File: src/rtl/conversions_pkg.sv
// Shared binary16 helpers: NaN detection and a total-order key for compares.
package conversions_pkg;

    typedef logic [15:0] half_t;

    localparam half_t HALF_QNAN = 16'h7E00;

    // NaN: all-ones exponent with a non-zero mantissa.
    function automatic logic half_is_nan(input half_t h);
        return (h[14:10] == 5'h1F) && (h[9:0] != 10'd0);
    endfunction

    // Unsigned key whose integer order matches the numeric order of non-NaN
    // halves. -0 is folded onto +0 so the two compare equal.
    function automatic logic [15:0] half_order_key(input half_t h);
        half_t n;
        n = (h == 16'h8000) ? 16'h0000 : h;
        return n[15] ? {1'b0, ~n[14:0]} : {1'b1, n[14:0]};
    endfunction

endpackage

File: src/rtl/half_gt.sv
// Strict a > b on binary16 values; NaN filtering is left to the caller.
module half_gt
    import conversions_pkg::*;
(
    input  half_t a,
    input  half_t b,
    output logic  gt
);

    assign gt = half_order_key(a) > half_order_key(b);

endmodule

File: src/rtl/half_argmax.sv
// Snapshots half_predict scores on done's rising edge and scans them one per
// cycle, presenting the argmax on a valid/ready handshake.
module half_argmax
    import conversions_pkg::*;
#(
    parameter int OUTPUT_NODES = 10,
    parameter int IDX_W        = (OUTPUT_NODES > 1) ? $clog2(OUTPUT_NODES) : 1
)(
    input  logic             clk,
    input  logic             rstn,
    input  logic             done,
    input  logic [15:0]      y [OUTPUT_NODES],
    output logic             out_valid,
    input  logic             out_ready,
    output logic [IDX_W-1:0] class_idx,
    output logic [15:0]      max_value,
    output logic             all_nan,
    output logic             busy,
    output logic             dropped
);

    typedef enum logic [1:0] {IDLE, SCAN, RESULT} state_t;

    localparam logic [IDX_W-1:0] LAST = IDX_W'(OUTPUT_NODES - 1);

    state_t           state, state_nxt;
    logic             done_q, start;
    half_t            snap [OUTPUT_NODES];
    half_t            best, cand, fin_best;
    logic [IDX_W-1:0] best_idx, ptr, fin_idx;
    logic             best_ok, cand_gt, take, fin_ok, enter_result;

    assign start     = done & ~done_q;
    assign out_valid = (state == RESULT);
    assign busy      = (state != IDLE);

    assign cand = snap[ptr];

    half_gt u_gt (
        .a  (cand),
        .b  (best),
        .gt (cand_gt)
    );

    // Next state plus the final best value that gets latched into the outputs
    // on entry to RESULT (from y[0] directly when there is only one score).
    always_comb begin
        state_nxt = state;
        take      = !half_is_nan(cand) && (!best_ok || cand_gt);
        fin_best  = take ? cand : best;
        fin_idx   = take ? ptr  : best_idx;
        fin_ok    = best_ok | take;
        case (state)
            IDLE: begin
                if (start) state_nxt = (OUTPUT_NODES == 1) ? RESULT : SCAN;
                fin_best = y[0];
                fin_idx  = '0;
                fin_ok   = !half_is_nan(y[0]);
            end
            SCAN:    if (ptr == LAST) state_nxt = RESULT;
            RESULT:  if (out_ready)   state_nxt = IDLE;
            default: state_nxt = IDLE;
        endcase
        enter_result = (state_nxt == RESULT) && (state != RESULT);
    end

    // State register.
    always_ff @(posedge clk or negedge rstn) begin
        if (!rstn) state <= IDLE;
        else       state <= state_nxt;
    end

    // Snapshot, running best, output holding registers and drop flag.
    always_ff @(posedge clk or negedge rstn) begin
        if (!rstn) begin
            done_q    <= 1'b0;
            for (int i = 0; i < OUTPUT_NODES; i++) snap[i] <= '0;
            best      <= '0;
            best_idx  <= '0;
            best_ok   <= 1'b0;
            ptr       <= '0;
            class_idx <= '0;
            max_value <= '0;
            all_nan   <= 1'b0;
            dropped   <= 1'b0;
        end else begin
            done_q <= done;
            if (start && state != IDLE) dropped <= 1'b1;
            if (state == IDLE && start) begin
                snap     <= y;
                best     <= y[0];
                best_idx <= '0;
                best_ok  <= !half_is_nan(y[0]);
                ptr      <= IDX_W'(1);
            end else if (state == SCAN) begin
                best     <= fin_best;
                best_idx <= fin_idx;
                best_ok  <= fin_ok;
                if (ptr != LAST) ptr <= ptr + IDX_W'(1);
            end
            if (enter_result) begin
                class_idx <= fin_ok ? fin_idx : '0;
                max_value <= fin_ok ? fin_best : HALF_QNAN;
                all_nan   <= !fin_ok;
            end
        end
    end

endmodule
File: config.mk
export PLATFORM = sky130hd
export DESIGN_NAME = half_argmax
export DESIGN_NICKNAME = d
export VERILOG_FILES = /design/src/rtl/conversions_pkg.sv /design/src/rtl/half_gt.sv /design/src/rtl/half_argmax.sv
export SDC_FILE = /design/constraint.sdc
export NUM_CORES = 1
export LEC_CHECK = 0
export BUFFER_PORTS_ARGS = -buffer_cell sky130_fd_sc_hd__buf_2
export CORE_MARGIN = 8
export CORE_UTILIZATION = 49
export CTS_BUF_LIST = sky130_fd_sc_hd__clkbuf_4
export DETAILED_ROUTE_END_ITERATION = 10
export PLACE_DENSITY = 0.78
export SYNTH_ARGS = -nofsm -noshare
export SYNTH_HDL_FRONTEND = slang
export SYNTH_SLANG_ARGS = --single-unit
export TNS_END_PERCENT = 30
File: constraint.sdc
create_clock -name clk -period 12.1 [get_ports clk]
set_input_delay 2.42 -clock clk [delete_from_list [all_inputs] [get_ports clk]]
set_output_delay 2.42 -clock clk [all_outputs]
set_load 0.1 [all_outputs]
# After elaboration in Yosys (flattened, before gate mapping)
# Cells that the tools add are included.
[totals]
register_bits = 210
out_inout_bits = 24
wordCells = 84
[classes]
n_addsub = 1
n_lt_le_gt_ge = 2
eq_ne = 10
n_mux = 27
n_bitwise = 6
reduce_logical = 18
[op_table]
columns = ["op", "count"]
rows = [
  ["2-to-1 mux 16 bit", 11],
  ["binary-select mux 16 bit (select 4 bit)", 1],
  ["== test 16 bit, second input constant", 2],
  ["2-to-1 mux 4 bit", 8],
  ["inverter 15 bit", 2],
  ["nonzero test 10 bit", 2],
  ["> comparator 16 bit", 1],
  ["== test 5 bit, second input constant", 2],
  ["logical AND 1 bit", 6],
  ["2-to-1 mux 2 bit", 3],
  ["case mux 2 bit (3 select lines)", 1],
  ["nonzero test 2 bit", 3],
  ["greater-or-equal comparator 5 bit, second input constant", 1],
  ["inverter 4 -> 5 bit", 1],
  ["adder 4 x 1 -> 4 bit, second input constant", 1],
  ["== test 2 bit, second input constant", 2],
  ["== test 4 bit, second input constant", 1],
  ["logical NOT 1 bit", 4],
  ["inequality test 4 bit, second input constant", 1],
  ["2-to-1 mux 1 bit", 3],
  ["== test 2 x 1 -> 1 bit, second input constant", 1],
  ["logical NOT 2 bit", 1],
  ["inequality test 2 bit, second input constant", 1],
  ["AND reduction 2 bit", 1],
  ["other kinds (4)", 4],
]

# Logic depth before layout (Yosys ltp)
# Gate-level depths: netlist (run 1).
[logic_depth]
ltp_word = 15
mapped_depth = 23

# Modules after synthesis
# A second synthesis (run 1) with hierarchy kept.
[hier_totals]
hier_cells = 824
area_unflattened_um2 = 10597.7
[by_module_without_submodules]
columns = ["mod", "instances", "cells_per_inst", "area_each_um2", "seq_area_each_um2"]
rows = [
  ["half_argmax", 1, 704, 9735.6, 5255.0],
  ["half_gt", 1, 120, 862.1, 0.0],
]

# Least setup slack after synthesis (run 1)
# OpenSTA, ideal clock, no wires.
[synth_path]
path_kind = "reg-to-reg"
start = "reg ptr[0]"
end = "reg max_value[9]"
arrival_time_ps = 4628
setup_slack_ps = 7351
stages_incl_launch_ff = 22
path_buffers = 7
synth_period_minus_slack_ps = 4749
cell_sequence = "dfrtp_1 buf_6 buf_6 buf_6 buf_4 buf_4 mux4_2 a221oi_1 a21oi_1 and4_1 nand2b_1 buf_2 xor2_1 ha_1 nand3_1 nor4_1 a22oi_1 a31oi_1 o21ai_1 buf_6 mux2_1 o22a_1"
[synth_between]
elab_chain_cells = 14
word_cells_on_any_way = 25
cone_classes = "1 x order compare; 4 x eq/ne; 11 x mux; 3 x bitwise; 6 x reduce/logical"
[synth_rtl]
columns = ["item", "line", "source"]
rows = [
  ["start: declaration", "half_argmax.sv:30", "logic [IDX_W-1:0] best_idx, ptr, fin_idx;"],
  ["start signal: assignment", "half_argmax.sv:99", "if (ptr != LAST) ptr <= ptr + IDX_W'(1);"],
  ["inverter 4 -> 5 bit (implied by the code)", "half_argmax.sv:37", "assign cand = snap[ptr];"],
  ["binary-select mux 16 bit (select 4 bit)", "half_argmax.sv:37", ""],
  ["2-to-1 mux 16 bit (implied by the code) (2 in a row)", "half_argmax.sv:37", ""],
  ["== test 16 bit", "conversions_pkg.sv:17", "n = (h == 16'h8000) ? 16'h0000 : h;"],
  ["2-to-1 mux 16 bit", "conversions_pkg.sv:17", ""],
  ["inverter 15 bit", "conversions_pkg.sv:18", "return n[15] ? {1'b0, ~n[14:0]} : {1'b1, n[14:0]};"],
  ["2-to-1 mux 16 bit", "conversions_pkg.sv:18", ""],
  ["> comparator 16 bit", "half_gt.sv:10", "assign gt = half_order_key(a) > half_order_key(b);"],
  ["logical OR 1 bit", "half_argmax.sv:49", "take = !half_is_nan(cand) && (!best_ok || cand_gt);"],
  ["logical AND 1 bit", "half_argmax.sv:49", ""],
  ["2-to-1 mux 16 bit or OR 1 bit (tied branches)", "half_argmax.sv:50, half_argmax.sv:52", ""],
  ["2-to-1 mux 16 bit or 2-to-1 mux 1 bit (tied branches)", "half_argmax.sv:53", "case (state)"],
  ["2-to-1 mux 16 bit", "half_argmax.sv:103", "max_value <= fin_ok ? fin_best : HALF_QNAN;"],
  ["end signal: assignment", "half_argmax.sv:103", ""],
  ["end: declaration", "half_argmax.sv:16", "output logic [15:0] max_value,"],
]
# Parallel ways exist; a longest one is shown, timed or not. The select of a mux whose other input is x is not followed.
# A chain may end at the register's enable or synchronous reset.

# Worst setup path after layout (run 1)
[layout_path]
start = "reg ptr[2]"
end = "reg best[9]"
[layout_between]
elab_chain_cells = 15
word_cells_on_any_way = 19
cone_classes = "1 x order compare; 2 x eq/ne; 9 x mux; 2 x bitwise; 5 x reduce/logical"
[layout_rtl]
columns = ["item", "line", "source"]
rows = [
  ["inverter 4 -> 5 bit (implied by the code) (*)", "half_argmax.sv:37", ""],
  ["binary-select mux 16 bit (select 4 bit) (*)", "half_argmax.sv:37", ""],
  ["2-to-1 mux 16 bit (implied by the code) (*) (2 in a row)", "half_argmax.sv:37", ""],
  ["== test 16 bit", "conversions_pkg.sv:17", ""],
  ["2-to-1 mux 16 bit", "conversions_pkg.sv:17", ""],
  ["inverter 15 bit", "conversions_pkg.sv:18", ""],
  ["2-to-1 mux 16 bit", "conversions_pkg.sv:18", ""],
  ["> comparator 16 bit", "half_gt.sv:10", ""],
  ["logical OR 1 bit", "half_argmax.sv:49", ""],
  ["logical AND 1 bit", "half_argmax.sv:49", ""],
  ["2-to-1 mux 16 bit (*)", "half_argmax.sv:50", "fin_best = take ? cand : best;"],
  ["2-to-1 mux 16 bit (*)", "half_argmax.sv:53", ""],
  ["2-to-1 mux 16 bit (*)", "half_argmax.sv:95", "end else if (state == SCAN) begin"],
  ["2-to-1 mux 16 bit (*)", "half_argmax.sv:89", "if (state == IDLE && start) begin"],
  ["end signal: assignment", "half_argmax.sv:91", "best <= y[0];"],
  ["end signal: assignment", "half_argmax.sv:96", "best <= fin_best;"],
  ["end: declaration", "half_argmax.sv:29", "half_t best, cand, fin_best;"],
]
# Mark *: on every way between the ends. The rest lies on a longest branch, timed or not. The select of a mux whose other input is x is not followed.

==> results of run 1 <==
-- area by class of cell --
class / instances / area, um^2 / share of cell area (%)
sequential: 210 / 5259 / 42.85
multi-input combinational: 874 / 4931 / 40.18
timing repair buffer: 195 / 1005 / 8.186
clock buffer: 77 / 578.1 / 4.710
tap: 275 / 344.1 / 2.804
clock inverter: 10 / 97.59 / 0.7952
inverter: 15 / 56.30 / 0.4588
antenna: 1 / 2.502 / 0.02039
-- worst min path at each step --
stage	to	slack, ps	cells after the start
after CTS	all_nan$_DFFE_PN0P_	470	2
after global placement	snap[139]$_DFFE_PN0P_	450	2
after detailed placement	snap[46]$_DFFE_PN0P_	460	2
final	all_nan$_DFFE_PN0P_	470	2
after floorplan	snap[53]$_DFFE_PN0P_	440	2
after global routing	snap[58]$_DFFE_PN0P_	480	2
-- cells in the final DEF, fill, tap and decap left out, types with 19 or more instances in the layout --
cell / instances
clkbuf_4: 77
dfrtp_1: 209
a21oi_1: 20
nand2b_1: 21
buf_2: 186
mux2_2: 30
mux2i_1: 38
nand2_1: 536
nor2_1: 33
o21ai_0: 19
-- per-stage QoR --
step	worst slack, ps	std cells	area, um^2
after floorplan	7351	1175	10590
after global placement	5461	1569	11590
after detailed placement	5279	1569	11590
after CTS	5245	1656	12270
after global routing	4499	1657	12270
final	5135	1657	12270
-- state kept, by name, summed over array words and instances (netlist names) --
signal     flops
ptr            4
best_idx       4
dropped        1
best_ok        1
done_q         1
snap         160
best          16
max_value     16
state          2
all_nan        1
class_idx      4
-- per-layer routing --
layer  GRT usage [%]  vias to the layer above  part of all wire (%)
met1           30.36                     4320                    41
met3           4.929                       75                   7.2
met2           38.74                      374                    48
met4           9.341                        0                   3.3
li1                -                     4244                     -
met5               0                        -                     0
-- logic make-up (layout without fill, tap and decap cells) --
kind of cell | Yosys count | after routing
AO/OA/AOI/OAI | 119 | 119
XOR/XNOR | 29 | 29
adder cells (fa/ha/maj) | 18 | 18
buffers and inverters | 91 | 297
flip-flops | 210 | 210
multiplexers | 87 | 87
other | 0 | 1
AND/OR/NAND/NOR | 621 | 621
-- worst max-delay path: stages (launching register included) --
cell       delay, ps
dfrtp_1         1160
nand2_1          550
o221ai_1         420
o32ai_1          280
or4_1            580
nor4_2           410
and4_1           540
nand2b_1         380
mux2i_1          150
ha_1             320
nand3_1          120
nor4_1           310
a22oi_1          150
a31oi_1          500
o21ai_4          100
buf_4            320
a21oi_4          390
a2bb2oi_1        210
-- where the power goes --
part           leakage [nW]  switching [mW]  internal (mW)  total, mW
combinational          3.50            1.41          0.913       2.33
sequential             2.59           0.262           1.03       1.29
clock                 0.392           0.285          0.331      0.616
-- cell usage after synthesis (5+ instances only) --
library cell  number
o32ai_1            8
nand2b_1          21
buf_6              8
clkbuf_1          51
mux2i_1           38
a21boi_1           5
xnor2_1           11
o221ai_1          14
o22ai_1           14
a21oi_1           20
o22a_1            11
nor2_1            34
a2bb2oi_1         15
buf_2              8
mux2_2            30
o21ai_0           19
nand2_1          536
nor4_1             7
buf_1              5
dfrtp_1          210
mux4_2            16
ha_1              18
inv_1             14
xor2_1            18
==> impl_metrics.tcl, run 1 <==
set metrics [dict create \
    cts_hold_buf 0 \
    yosys_most_used_dff "dfrtp_1" \
    synthAdderAreaFrac_pct 2.127 \
    syn_area_mm2 0.01059 \
    port_buffers 187 \
    initial_core_util_pct 50.21 \
    synth-edff-count 0 \
    final_core_util_pct 58.20 \
    hpwl_um 22510 \
    hold_slack_ps 468.7 \
    grt_pass1_vias 9313 \
    drt_iter0_drc 632 \
    clock_latency_ps 700 \
    synth_seq_cells 210 \
    fin_crit_ps 6965 \
    gr-total-overflow 0 \
    n_fill_cell 1865 \
    synth-simple-area-share_pct 23.34 \
    synth_xor_area_share_pct 2.399 \
    worst_pin_slew_ps 1241 \
    hp-class "flip-flop to flip-flop" \
    fin_crit_sh_pct 57.56 \
    cts_sinks 210 \
    drive_gt1_share_pct 23.82 \
    cts-htree-levels 2 \
    cts_setup_buffers 0 \
    clock_skew_ps 56.28 \
    path_clk_slew_ps 60 \
    synth-compound-area-share_pct 8.000 \
    ys_types 49 \
    ant_nets 0 \
    io_pins 188 \
    dieArea_mm2 0.02657 \
    crit_path_end "best[9]$_DFFE_PN0P_" \
    cp.arrival_ps 7540 \
    cp_max_fo 38 \
    r2r_cells 17 \
    vias 9013 \
    drv_slew 0 \
    crit_path_start "ptr[2]$_DFFE_PN0P_" \
    core-area_mm2 0.02109 \
    synth_nets 1357 \
    first_pass_iters 7 \
    cts_root_buffer "clkbuf_4" \
    synthMuxAreaShare_pct 10.50 \
    synthesis.instances 1175 \
    yosys_warnings 0 \
    ctsLongestPathBuffers 3 \
    critPathLaunchType "flip-flop" \
    reg2reg_to "best[9]$_DFFE_PN0P_" \
    synth_top_family_by_area "simple AND/OR/NAND/NOR gates" \
    cp.required_ps 12670 \
    rsz0062_at_grt "false" \
    hold_start "all_nan$_DFFE_PN0P_" \
    die_y_um 163.0 \
    yosys-top-cells-area "dfrtp_1 (50%), nand2_1 (19%), mux2i_1 (3.6%)" \
    rows 53 \
    final_nets 1531 \
    r2r_slack_ps 5140 \
    dieWidth_um 163.0 \
    syn2layout_area_growth_pct 15.90 \
    max-cap-violations 0 \
    timing_worst_setup_path_type "flip-flop to flip-flop" \
    grt_max_degree 118 \
    drc 0 \
    r2r_start "ptr[2]$_DFFE_PN0P_" \
    synth.largest_area_cell "dfrtp_1" \
    grt_pass1_wl_um 49810 \
    cp-end-kind "flip-flop" \
    routed_wl_um 31080 \
    cts_buffers 53 \
    place_congestion 0.9460 \
    yosysTopAreaCellShare_pct 49.63 \
    fmax_mhz 143.6 \
    tns_ps 0 \
    wire_per_inst_um 18.76 \
    async_flop_share_pct 100.0 \
    cts_resized 0 \
    power_density_mw_per_mm2 345.3 \
    cts_tree "built" \
    power.total_mw 4.237 \
    slew_headroom_pct 17.24 \
    cellLeakagePower_nw 6.476 \
    antenna_found_initial 2 \
    vdd_drop_max_mv 0.1979 \
    setup_viol 0 \
    hold_viol 0 \
    ys_seq_area_share_pct 49.63 \
    grt_use_total_pct 23.69 \
    via_per_inst 5.439 \
    syn_area_per_cell_um2 9.012 \
    status "complete, no violations" \
]
(Power assumes the default switching activity.)
==> run 2, diff against run 1 <==
Settings changed: ABC_AREA set to 1, PLACE_DENSITY 0.78 to 0.81.
Clock period 12.1 ns to 6.4 ns, I/O delays scaled along.
==> run 2 against run 1 <==
Sequential cell count stayed put. Fmax is 30% higher. Clock skew is 20 ps lower. Sequential power is 82% higher. Clock-buffer cell count is 3 higher. Design area is 3.3% higher. Power is 88% higher. Sequential share of layout area is 1.3 points lower. Clock power is 87% higher. Largest power group unchanged.
==> impl_metrics.tcl, run 2 <==
set metrics [dict create \
    cp.arrival_ps 5880 \
    synth-edff-count 0 \
    ys_types 38 \
    gr-total-overflow 0 \
    io_pins 188 \
    power_density_mw_per_mm2 628.9 \
    cp-end-kind "flip-flop" \
    initial_core_util_pct 49.33 \
    cts_root_buffer "clkbuf_4" \
    slowest_stage "dfrtp_1" \
    max-cap-violations 0 \
    grt_max_degree 110 \
    synth.largest_area_cell "dfrtp_1" \
    status "complete, no violations" \
    cp.required_ps 6920 \
    placedInstanceArea_mm2 0.01199 \
    synthesis.instances 1517 \
    wire_per_inst_um 15.63 \
    critPathLaunchType "flip-flop" \
    drc 0 \
    fmax_mhz 186.3 \
    port_buffers 187 \
    yosys_warnings 0 \
    syn2layout_area_growth_pct 14.86 \
    top_register "snap" \
    fin_crit_sh_pct 83.85 \
    vias 10292 \
    yosys_most_used_dff "dfrtp_1" \
    vdd_drop_max_mv 0.3084 \
    fin_crit_ps 5367 \
    cp_max_fo 24 \
    hp-class "flip-flop to flip-flop" \
    async_flop_share_pct 100.0 \
    antenna_found_initial 3 \
    clock_latency_ps 680 \
    crit_path_start "ptr[2]$_DFFE_PN0P_" \
    dieWidth_um 166.1 \
    drv_slew 0 \
    dieArea_mm2 0.02757 \
    slew_headroom_pct 29.90 \
    largest_reg_flops 160 \
    first_pass_iters 7 \
    top_regs "snap x160, best x16, max_value x16" \
    timing_worst_setup_path_type "flip-flop to flip-flop" \
    synth_nets 1699 \
    drt_iter0_drc 902 \
    ys_seq_area_share_pct 47.63 \
    die_y_um 166.1 \
    cts-htree-levels 2 \
    tns_ps 0 \
    slowest_delay_ps 980 \
    cts_resized 0 \
    grt_pass1_wl_um 52070 \
    cts_sinks 210 \
    layout_commonest_cell "nand2_1" \
    cts_tree "built" \
    grt_pass1_vias 10475 \
    post-route-cell-area_mm2 0.01267 \
    final_nets 1871 \
    yosys-top-cells-count "nand2_1 (711), dfrtp_1 (210), nor2_1 (121)" \
    hold_viol 0 \
    syn_area_per_cell_um2 7.273 \
    worst_pin_slew_ps 1052 \
    cellLeakagePower_nw 6.998 \
    routed_wl_um 31440 \
    final_cell_mix "nand2_1 (710), dfrtp_1 (208), buf_2 (186)" \
    grt_use_total_pct 22.85 \
    yosys-top-cells-area "dfrtp_1 (48%), nand2_1 (24%), nand3_1 (4.4%)" \
    synth.most_common_cell "nand2_1" \
    clock_skew_ps 35.82 \
    hold_slack_ps 464.4 \
    setup_viol 0 \
    rsz0062_at_grt "false" \
    crit_path_frequent_cell "nand2_1" \
    path_clk_slew_ps 60 \
    drive_gt1_share_pct 17.96 \
    r2r_start "ptr[2]$_DFFE_PN0P_" \
    rows 55 \
    via_per_inst 5.115 \
    syn_area_mm2 0.01103 \
    cts_hold_buf 0 \
    cts_buffers 54 \
    synth_seq_cells 210 \
    place_congestion 0.9079 \
    ctsLongestPathBuffers 3 \
    hpwl_um 22560 \
    core-area_mm2 0.02237 \
    yosysTopAreaCellShare_pct 47.63 \
    hold_start "dropped$_DFFE_PN0P_" \
    ant_nets 0 \
    cts_setup_buffers 0 \
]
==> run 2: changes by cell type in the layout (fill, tap and decap cells not counted), sizes merged, moves of 33 or more <==
| cell | before | now |
|---|---|---|
| inv | 14 | 100 |
| nor2 | 34 | 122 |
| nand3 | 3 | 96 |
| mux2 | 33 | 0 |
| o21ai | 20 | 113 |
| mux2i | 38 | 0 |
| nand2 | 536 | 713 |
==> run 2: worst paths after layout <==
path	endpoint	slack (ps)	depth (start not counted)
max in group asynchronous	ptr[0]$_DFFE_PN0P_	4280	2
max	best[12]$_DFFE_PN0P_	1030	25
max reg2reg	best[12]$_DFFE_PN0P_	1030	25
min	dropped$_DFFE_PN0P_	460	1
min in group asynchronous	best[10]$_DFFE_PN0P_	670	1
min reg2reg	dropped$_DFFE_PN0P_	460	1
==> run 2: kinds of logic (layout without fill, tap and decap cells) <==
kind of cell             after synthesis  count (layout)  synth area share (%)
XOR/XNOR                              14              14                 1.656
AO/OA/AOI/OAI                        144             144                 7.247
adder cells (fa/ha/maj)               18              18                 2.041
other                                  0               1                     0
AND/OR/NAND/NOR                      946             946                 33.82
flip-flops                           210             210                 47.63
buffers and inverters                185             394                 7.609
==> run 2: layout make-up <==
class | instances | area (um^2)
multi-input cells | 1122 | 4949
clock buffers | 80 | 600.6
clock inverters | 13 | 78.83
fillers | 2088 | 9693
repair buffers | 199 | 1035
diodes | 1 | 2.502
inverters | 102 | 390.4
well taps | 285 | 356.6
flip-flops and latches | 210 | 5260
==> run 2: critical path, delay by kind of cell (launching register included) <==
| kind | cells | cell delay [ps] |
|---|---|---|
| flops | 1 | 980 |
| compound gates | 3 | 450 |
| simple gates | 19 | 2410 |
| xor+xnor | 1 | 210 |
| buf+inv | 1 | 830 |
| fa+ha+maj | 1 | 320 |
==> run 2: metal layers <==
metal	GRT usage (%)	vias up	wire, um
li1	-	5078	-
met1	29.05	4758	13580
met2	36.76	363	14710
met3	5.443	89	2037
met4	9.881	4	1081
met5	0	-	26
==> run 2: per-stage QoR <==
stage	power [mW]	util (%)	setup WS, ps	cells
floorplan	5.906	-	2712	1517
global placement	6.670	53.61	1426	1918
detailed placement	6.809	53.61	1111	1918
CTS	7.987	56.65	1136	2011
global route	8.720	56.66	527.7	2012
finish	7.970	56.66	1033	2012
==> run 2: power breakdown <==
part / switching (mW) / internal [mW] / leakage [nW]
logic: 3.07 / 1.39 / 4.00
clock network: 0.543 / 0.608 / 0.402
registers: 0.396 / 1.96 / 2.59
total: 4.01 / 3.96 / 7.00
==> run 3, diff against run 2 <==
Clock period 6.4 ns to 4.4 ns, I/O delays scaled along.
==> run 3 against run 2 <==
Highest routed layer is now met4. Critical path type unchanged. Sequential share of layout area shrank 0.83 points. Sequential cell count unchanged. Via count up 1.8%.
==> impl_metrics.tcl, run 3 (same netlist as run 2, synthesis figures left out) <==
set metrics [dict create \
    status "complete, no violations" \
    cellLeakagePower_nw 7.133 \
    dieArea_mm2 0.02757 \
    final_cell_mix "nand2_1 (709), dfrtp_1 (208), buf_2 (186)" \
    clock_latency_ps 690 \
    cts_root_buffer "clkbuf_4" \
    crit_path_start "ptr[0]$_DFFE_PN0P_" \
    power_density_mw_per_mm2 924.7 \
    cts-htree-levels 2 \
    cp_max_fo 33 \
    wl_met3_um 2106 \
    fin_crit_ps 4146 \
    layout_commonest_cell "nand2_1" \
    io_pins 188 \
    fmax_mhz 241.2 \
    slowest_stage "dfrtp_4" \
    power.total_mw 11.96 \
    tns_ps 0 \
    wire_per_inst_um 15.90 \
    dieWidth_um 166.1 \
    cp_top_family "simple AND/OR/NAND/NOR gates" \
    antenna_found_initial 1 \
    slew_headroom_pct 33.12 \
    drc 0 \
    routed_wl_um 32320 \
    drv_slew 0 \
    final_nets 1897 \
    drive_gt1_share_pct 19.19 \
    routedLengthMet1_um 13960 \
    hold_viol 0 \
    n_fill_cell 2099 \
    r2r_start "ptr[0]$_DFFE_PN0P_" \
    vdd_drop_max_mv 0.3616 \
    fin_crit_sh_pct 94.22 \
    grt_use_total_pct 22.54 \
    multiInputGateArea_mm2 0.004986 \
    ant_nets 0 \
    path_buf_inv 4 \
    first_pass_iters 5 \
    cts_tree "built" \
    initial_core_util_pct 49.33 \
    cts_sinks 210 \
    slowest_delay_ps 520 \
    die_y_um 166.1 \
    syn2layout_area_growth_pct 17.25 \
    cts_hold_buf 0 \
    crit_path_frequent_cell "nand2_1" \
    clock_skew_ps 44.59 \
    cp-end-kind "flip-flop" \
    core-area_mm2 0.02237 \
    rows 55 \
    seqCellArea_mm2 0.005263 \
    worst_pin_slew_ps 1003 \
    routed-wl-met2_um 15180 \
    cp.required_ps 4960 \
    largest_reg_flops 160 \
    rsz0062_at_grt "false" \
    max-cap-violations 0 \
    timing_worst_setup_path_type "flip-flop to flip-flop" \
    ctsLongestPathBuffers 3 \
    path_clk_slew_ps 70 \
    top_regs "snap x160, best x16, max_value x16" \
    grt_max_degree 120 \
    grt_pass1_wl_um 51200 \
    critPathLaunchType "flip-flop" \
    place_congestion 0.8944 \
    dr.max_layer_used "met4" \
    vias 10477 \
    grt_pass1_vias 10251 \
    via_per_inst 5.156 \
    hpwl_um 22840 \
    hp-class "primary input to asynchronous set/reset pin" \
    setup_viol 0 \
    drt_iter0_drc 904 \
    cts_buffers 57 \
    gr-total-overflow 0 \
    top_register "snap" \
    port_buffers 187 \
    cp.arrival_ps 4710 \
]
==> run 3: area by class of cell <==
type	count	share of cell area (%)
Sequential cell	210	40.68
Multi-Input combinational cell	1123	38.54
Timing Repair Buffer	221	9.962
Clock buffer	79	4.585
Inverter	102	3.085
Tap cell	285	2.757
Clock inverter	11	0.3675
Antenna cell	1	0.01934
==> run 3: worst register-to-register path, stage by stage, from the launching register on <==
cell and delay [ps]:
dfrtp_4 520, inv_4 90, clkbuf_16 210, o21ai_0 190, nand3_1 130, nand3_1 130, nand2_1 120, nor4_1 380
nand3_2 240, nand2_8 170, buf_4 120, xor2_1 160, ha_1 260, nand2_1 90, nor2_1 50, a211oi_1 170
nand2_1 70, nand2_1 50, nand2_1 40, nand2_1 50, nand2_1 140, buf_6 210, a21oi_1 140, nand2_1 70
nand2_1 80, nand2_1 50, o21ai_0 90
==> run 3: repair_timing <==
action | in CTS | in global routing
setup endpoints to repair | 0 | 40
resized for setup | 0 | 10
buffers inserted | 0 | 10
==> run 3: routing by layer <==
layer / vias to the layer above / track usage [%]
li1: 5123 / -
met3: 77 / 4.279
met1: 4871 / 29.32
met2: 406 / 36.55
met5: - / 0
met4: 0 / 9.170
==> run 3: final timing paths <==
kind,to,slack (ps),cells after the start
worst min-delay path,snap[104]$_DFFE_PN0P_,320,1
min in group clk,done_q$_DFF_PN0_,360,1
worst max-delay path,best[12]$_DFFE_PN0P_,250,26
max in group asynchronous,snap[22]$_DFFE_PN0P_,3100,2
worst max register to register,best[12]$_DFFE_PN0P_,250,26
worst min register to register,dropped$_DFFE_PN0P_,460,1
==> run 3: per-stage QoR <==
| stage | instance area (um^2) | setup WS (ps) | cells | hold slack, ps | util (%) |
|---|---|---|---|---|---|
| detailed placement | 12110 | 253.6 | 1928 | 452.2 | 54.16 |
| global placement | 12110 | 301.6 | 1928 | 444.9 | 54.16 |
| finish | 12940 | 254.3 | 2032 | 321.6 | 57.84 |
| global route | 12940 | 1.699 | 2032 | 312.3 | 57.84 |
| floorplan | 11030 | 712.0 | 1517 | 443.6 | - |
| CTS | 12750 | 196.2 | 2018 | 313.9 | 57.02 |
==> run 3: power breakdown <==
group | switching (mW) | internal, mW | total, mW
sequential | 0.534 | 2.85 | 3.39
clock | 0.793 | 0.814 | 1.61
combinational | 4.67 | 2.30 | 6.97
total | 5.99 | 5.97 | 12.0
